`src/rtl/siso_pkg.sv`:
```
`default_nettype none
// ============================================================================
// siso_pkg : shared state type and idle level for the SISO loopback controller
// Revision  : 1.0
// ============================================================================
package siso_pkg;

  typedef enum logic [1:0] {
    IDLE  = 2'd0,
    SHIFT = 2'd1,
    DONE  = 2'd2
  } siso_state_e;

  localparam logic SISO_IDLE_LVL = 1'b0;

endpackage
`default_nettype wire

```
`src/rtl/siso_loop_ctrl.sv`:
```
`default_nettype none
// ============================================================================
// siso_loop_ctrl : sends a word LSB-first into a SISO chain, recaptures it
// Revision       : 1.0
// ============================================================================
module siso_loop_ctrl
  import siso_pkg::*;
#(
  parameter int WIDTH = 8,
  parameter int DEPTH = 4
) (
  input  logic             clk,
  input  logic             rst_n,
  input  logic             in_valid,
  output logic             in_ready,
  input  logic [WIDTH-1:0] in_data,
  output logic             sin,
  input  logic             sdo,
  output logic             out_valid,
  input  logic             out_ready,
  output logic [WIDTH-1:0] out_data,
  output logic             out_match,
  output logic             busy
);

  localparam int CNT_W = $clog2(WIDTH + DEPTH + 1);
  localparam logic [CNT_W-1:0] W_CNT    = CNT_W'(WIDTH);
  localparam logic [CNT_W-1:0] D_CNT    = CNT_W'(DEPTH);
  localparam logic [CNT_W-1:0] LAST_CNT = CNT_W'(WIDTH + DEPTH - 1);

  siso_state_e      state, state_next;
  logic [WIDTH-1:0] tx_q;
  logic [WIDTH-1:0] tx_sh;
  logic [WIDTH-1:0] rx_q;
  logic [CNT_W-1:0] cnt;

  always_ff @(posedge clk or negedge rst_n) begin
    if (!rst_n) begin
      state <= IDLE;
    end else begin
      state <= state_next;
    end
  end

  always_comb begin
    state_next = state;
    in_ready   = 1'b0;
    out_valid  = 1'b0;
    busy       = 1'b0;
    case (state)
      IDLE: begin
        in_ready = 1'b1;
        if (in_valid) state_next = SHIFT;
      end
      SHIFT: begin
        busy = 1'b1;
        if (cnt == LAST_CNT) state_next = DONE;
      end
      DONE: begin
        busy      = 1'b1;
        out_valid = 1'b1;
        if (out_ready) state_next = IDLE;
      end
      default: state_next = IDLE;
    endcase
  end

  // tx_sh is a working copy drained onto sin; tx_q keeps the word for the match.
  always_ff @(posedge clk or negedge rst_n) begin
    if (!rst_n) begin
      tx_q  <= '0;
      tx_sh <= '0;
      rx_q  <= '0;
      cnt   <= '0;
      sin   <= SISO_IDLE_LVL;
    end else begin
      sin <= SISO_IDLE_LVL;
      case (state)
        IDLE: begin
          if (in_valid) begin
            tx_q  <= in_data;
            tx_sh <= in_data;
            rx_q  <= '0;
            cnt   <= '0;
          end
        end
        SHIFT: begin
          cnt <= cnt + 1'b1;
          if (cnt < W_CNT) begin
            sin   <= tx_sh[0];
            tx_sh <= tx_sh >> 1;
          end
          // Window opens only once this transfer's bit 0 has crossed the chain.
          if (cnt >= D_CNT) begin
            rx_q <= (rx_q >> 1) | (WIDTH'(sdo) << (WIDTH - 1));
          end
        end
        default: ;
      endcase
    end
  end

  assign out_data  = rx_q;
  assign out_match = (state == DONE) && (rx_q == tx_q);

endmodule
`default_nettype wire

```
`config.mk`:
```
export PLATFORM = sky130hd
export DESIGN_NAME = siso_loop_ctrl
export DESIGN_NICKNAME = d
export VERILOG_FILES = /design/src/rtl/siso_pkg.sv /design/src/rtl/siso_loop_ctrl.sv
export SDC_FILE = /design/constraint.sdc
export NUM_CORES = 1
export LEC_CHECK = 0
export CAP_MARGIN = 0
export CORE_MARGIN = 2
export CORE_UTILIZATION = 41
export CTS_CLUSTER_SIZE = 10
export DETAILED_ROUTE_END_ITERATION = 12
export MAX_ROUTING_LAYER = met4
export PLACE_DENSITY = 0.75
export SYNTH_ARGS = -nofsm -noshare
export SYNTH_HDL_FRONTEND = slang
export SYNTH_SLANG_ARGS = --single-unit
export TNS_END_PERCENT = 20
```
`constraint.sdc`:
```
create_clock -name clk -period 1.62 [get_ports clk]
set_input_delay 0.324 -clock clk [delete_from_list [all_inputs] [get_ports clk]]
set_output_delay 0.324 -clock clk [all_outputs]
set_load 0.005 [all_outputs]
```
==> results.yml, run 1 <==
setup_path:
  crit_arrival_ns: 1.60
  crit_required_ns: 1.30
  cp_max_fo: 2
  critPathKind: "reg -> out"
  crit_path_start_kind: "flip-flop"
  cp-end-kind: "primary output"
cells_and_area:
  final_nets: 202
  layout.cells.non_filler: 230
  drive_above_1_share_pct: 27.17
  layout-area-overhead-vs-synth_pct: 39.08
  fillers: 302
  n_antenna_cell: 0
grt:
  grt_max_degree: 32
  grt_antenna_before_repair: 0
  grt_first_pass_wirelength_um: 5589
  grt_pass1_vias: 1218
  globalRouteOverflowTotal: 0
  grt_use_total_pct: 18.21
sta:
  worstMarginPinSlew_ns: 0.4492
  report.final.slew_viol_count: 0
  layout_setup_ws_ns: -0.2992
  fin_crit_ns: 1.919
  skew_ns: 0.006354
  final.period_utilization_pct: 118.5
  fmax_ghz: 0.5210
  rsz0062_at_grt: "true"
  setup_tns_ns: -0.2992
  finalSetupViolCount: 1
  hold_viol: 0
  relSlewSlack_pct: 70.02
synth:
  yosys_warnings: 0
  avgSynthCellArea_um2: 10.79
  synth_edf_count: 0
  synthesis.area_um2: 1489
  synthFlopType: "dfrtp_1"
  synthDistinctLibCells: 27
  synthSimpleGateAreaFrac_pct: 13.78
  muxShareOfSynthArea_pct: 12.44
  synth_top_family_by_area: "simple AND/OR/NAND/NOR gates"
  async_flop_share_pct: 100.0
  synth_fa_ha_area_share_pct: 4.202
  ys_ff_latch: 31
  synth-seq-area-share_pct: 52.10
  synthCells: 138
  synth_compound_area_share_pct: 9.748
  syn_nets: 156
  synth_xor_area_share_pct: 4.706
floorplan:
  ios: 26
  core-area_um2: 3416
  die_w_um: 64.26
  dieArea_um2: 4129
  start_util_pct: 43.59
  row_count: 21
  die_height_um: 64.26
clocking:
  clock-sinks: 31
  cts_root_buf: "clkbuf_4"
  clock_latency_ns: 0.33
  tritoncts: "built"
  cts_buffers: 5
  path_clk_slew_ns: 0.10
  clockBufferDepth: 2
  cts.htree.levels: 2
status:
  violations: "setup timing"
  status: "finished, violations left"
placed_design:
  place_inst: 220
  portBuffers: 25
  gp_congestion: 0.8338
  dp_hpwl_um: 2382
drt:
  drt-pass1-iter-count: 4
  ant_nets: 0
  drtIter0Drc: 57
  wl_per_cell_um: 14.61
  routed_wl_um: 3360
  drc: 0
  viasPerCell: 5.261
  vias: 1210
run:
  drv_cap: 0
pwr:
  power_density_nw_per_um2: 1684
  vdd_drop_max_uv: 904.8
  power.leakage_nw: 1.016
worst_hold_path:
  hold_path_class: "in -> async"
==> stage by stage <==
step	hold slack (ns)	area [µm²]	total power [mW]	setup WS, ns	util (%)
detailed placement	0.4740	1903	2.759	-0.3859	55.71
global route	0.4116	2071	3.751	-0.3495	60.62
global placement	0.4603	1903	2.692	-0.2960	55.71
CTS	0.3981	1996	3.304	-0.3896	58.42
floorplan	0.02841	1489	2.147	0.08882	-
finish	0.3769	2071	3.486	-0.2992	60.62
==> sequential cells by signal (all words and copies together), names as in the netlist <==
signal	cells
sin	1
tx_q	8
cnt	4
tx_sh	8
out_data	8
state	2
==> layout by cell type, fill, tap and decap left out, types with 3 or more instances in the layout <==
cell	Yosys	routed
o21ai_0	16	15
inv_1	5	3
o21ai_1	3	4
a21oi_1	3	3
clkdlybuf4s50_1	0	13
and3_1	3	3
xnor2_1	5	3
clkbuf_4	0	5
mux2i_1	7	7
dlygate4sd2_1	0	8
nand3_1	10	10
nand2_1	20	20
buf_6	0	3
xor2_1	3	3
dfrtp_1	31	31
mux2_2	9	9
buf_2	3	3
ha_4	0	3
buf_4	1	14
==> kinds of logic (layout without fill, tap and decap cells) <==
logic type                 count (synthesis)  after routing
adders and majority gates                  5              5
xor gates and xnor gates                   8              8
buffers and inverters                     10             56
and+or+nand+nor                           41             41
muxes                                     17             17
DFF                                       31             31
AOI/OAI and AO/OA                         26             26
==> critical path: stages, from the launching register on <==
cell     delay [ns]
dfrtp_1        0.42
xnor2_2        0.20
nand4_1        0.15
nor4_2         0.21
and3_1         0.19
buf_2          0.10
==> cell type report <==
| class | count | area [µm²] | area share [%] |
|---|---|---|---|
| clock inverter | 1 | 5.005 | 0.2417 |
| tap | 46 | 57.56 | 2.779 |
| sequential | 31 | 775.7 | 37.46 |
| timing repair buffer | 44 | 411.6 | 19.88 |
| multi-input combinational | 97 | 750.7 | 36.25 |
| clock buffer | 6 | 51.30 | 2.477 |
| inverter | 5 | 18.77 | 0.9063 |
==> synthesized netlist by cell type, types with 2 or more instances <==
cell / count / area share [%]
a21oi_1: 3 / 1.0
a22o_1: 2 / 1.2
and3_1: 3 / 1.3
buf_2: 3 / 1.0
dfrtp_1: 31 / 52
ha_1: 5 / 4.2
inv_1: 5 / 1.3
mux2_2: 9 / 6.8
mux2i_1: 7 / 4.7
nand2_1: 20 / 5.0
nand2b_1: 2 / 0.84
nand3_1: 10 / 3.4
o21ai_0: 16 / 5.4
o21ai_1: 3 / 1.0
xnor2_1: 5 / 2.9
xor2_1: 3 / 1.8
==> power breakdown <==
part	total (mW)	switching (mW)	internal (mW)
Sequential	1.24	0.194	1.05
Combinational	1.78	0.829	0.952
Clock	0.461	0.260	0.201
Total	3.49	1.28	2.20
==> final timing paths <==
check	startpoint	end	slack [ns]	cells past startpoint
max reg2reg	state[0]	tx_sh[3]	0.06	7
min	rst_n	state[0]	0.38	2
max in group asynchronous	rst_n	out_data[3]	0.95	2
min in group clk	tx_sh[4]	tx_sh[4]	0.49	2
max	tx_q[4]	out_match	-0.30	5
min reg2reg	tx_sh[4]	tx_sh[4]	0.49	2
==> per-layer routing <==
metal	global-route usage, %	routed length [µm]
met5	-	0
met4	4.787	61
met3	6.162	190
met2	28.26	1623
met1	22.95	1484
==> repair_timing <==
item,in CTS,in global routing
cloned,0,1
pin swaps,5,1
hold buffers,0,0
resized for setup,28,11
endpoints found under the setup margin,20,22
buffers inserted,2,0
No activity file was read; power rests on OpenSTA's default activity.
==> run 2, diff against run 1 <==
--- a/config.mk
+++ b/config.mk
@@ -8,8 +8,9 @@
 export CAP_MARGIN = 0
 export CORE_MARGIN = 2
 export CORE_UTILIZATION = 41
-export CTS_CLUSTER_SIZE = 10
+export CTS_CLUSTER_SIZE = 16
 export DETAILED_ROUTE_END_ITERATION = 12
+export GPL_ROUTABILITY_DRIVEN = 0
 export MAX_ROUTING_LAYER = met4
 export PLACE_DENSITY = 0.75
 export SYNTH_ARGS = -nofsm -noshare
==> results of run 2 <==
Final layout, timing and power as in run 1 (identical DEF).
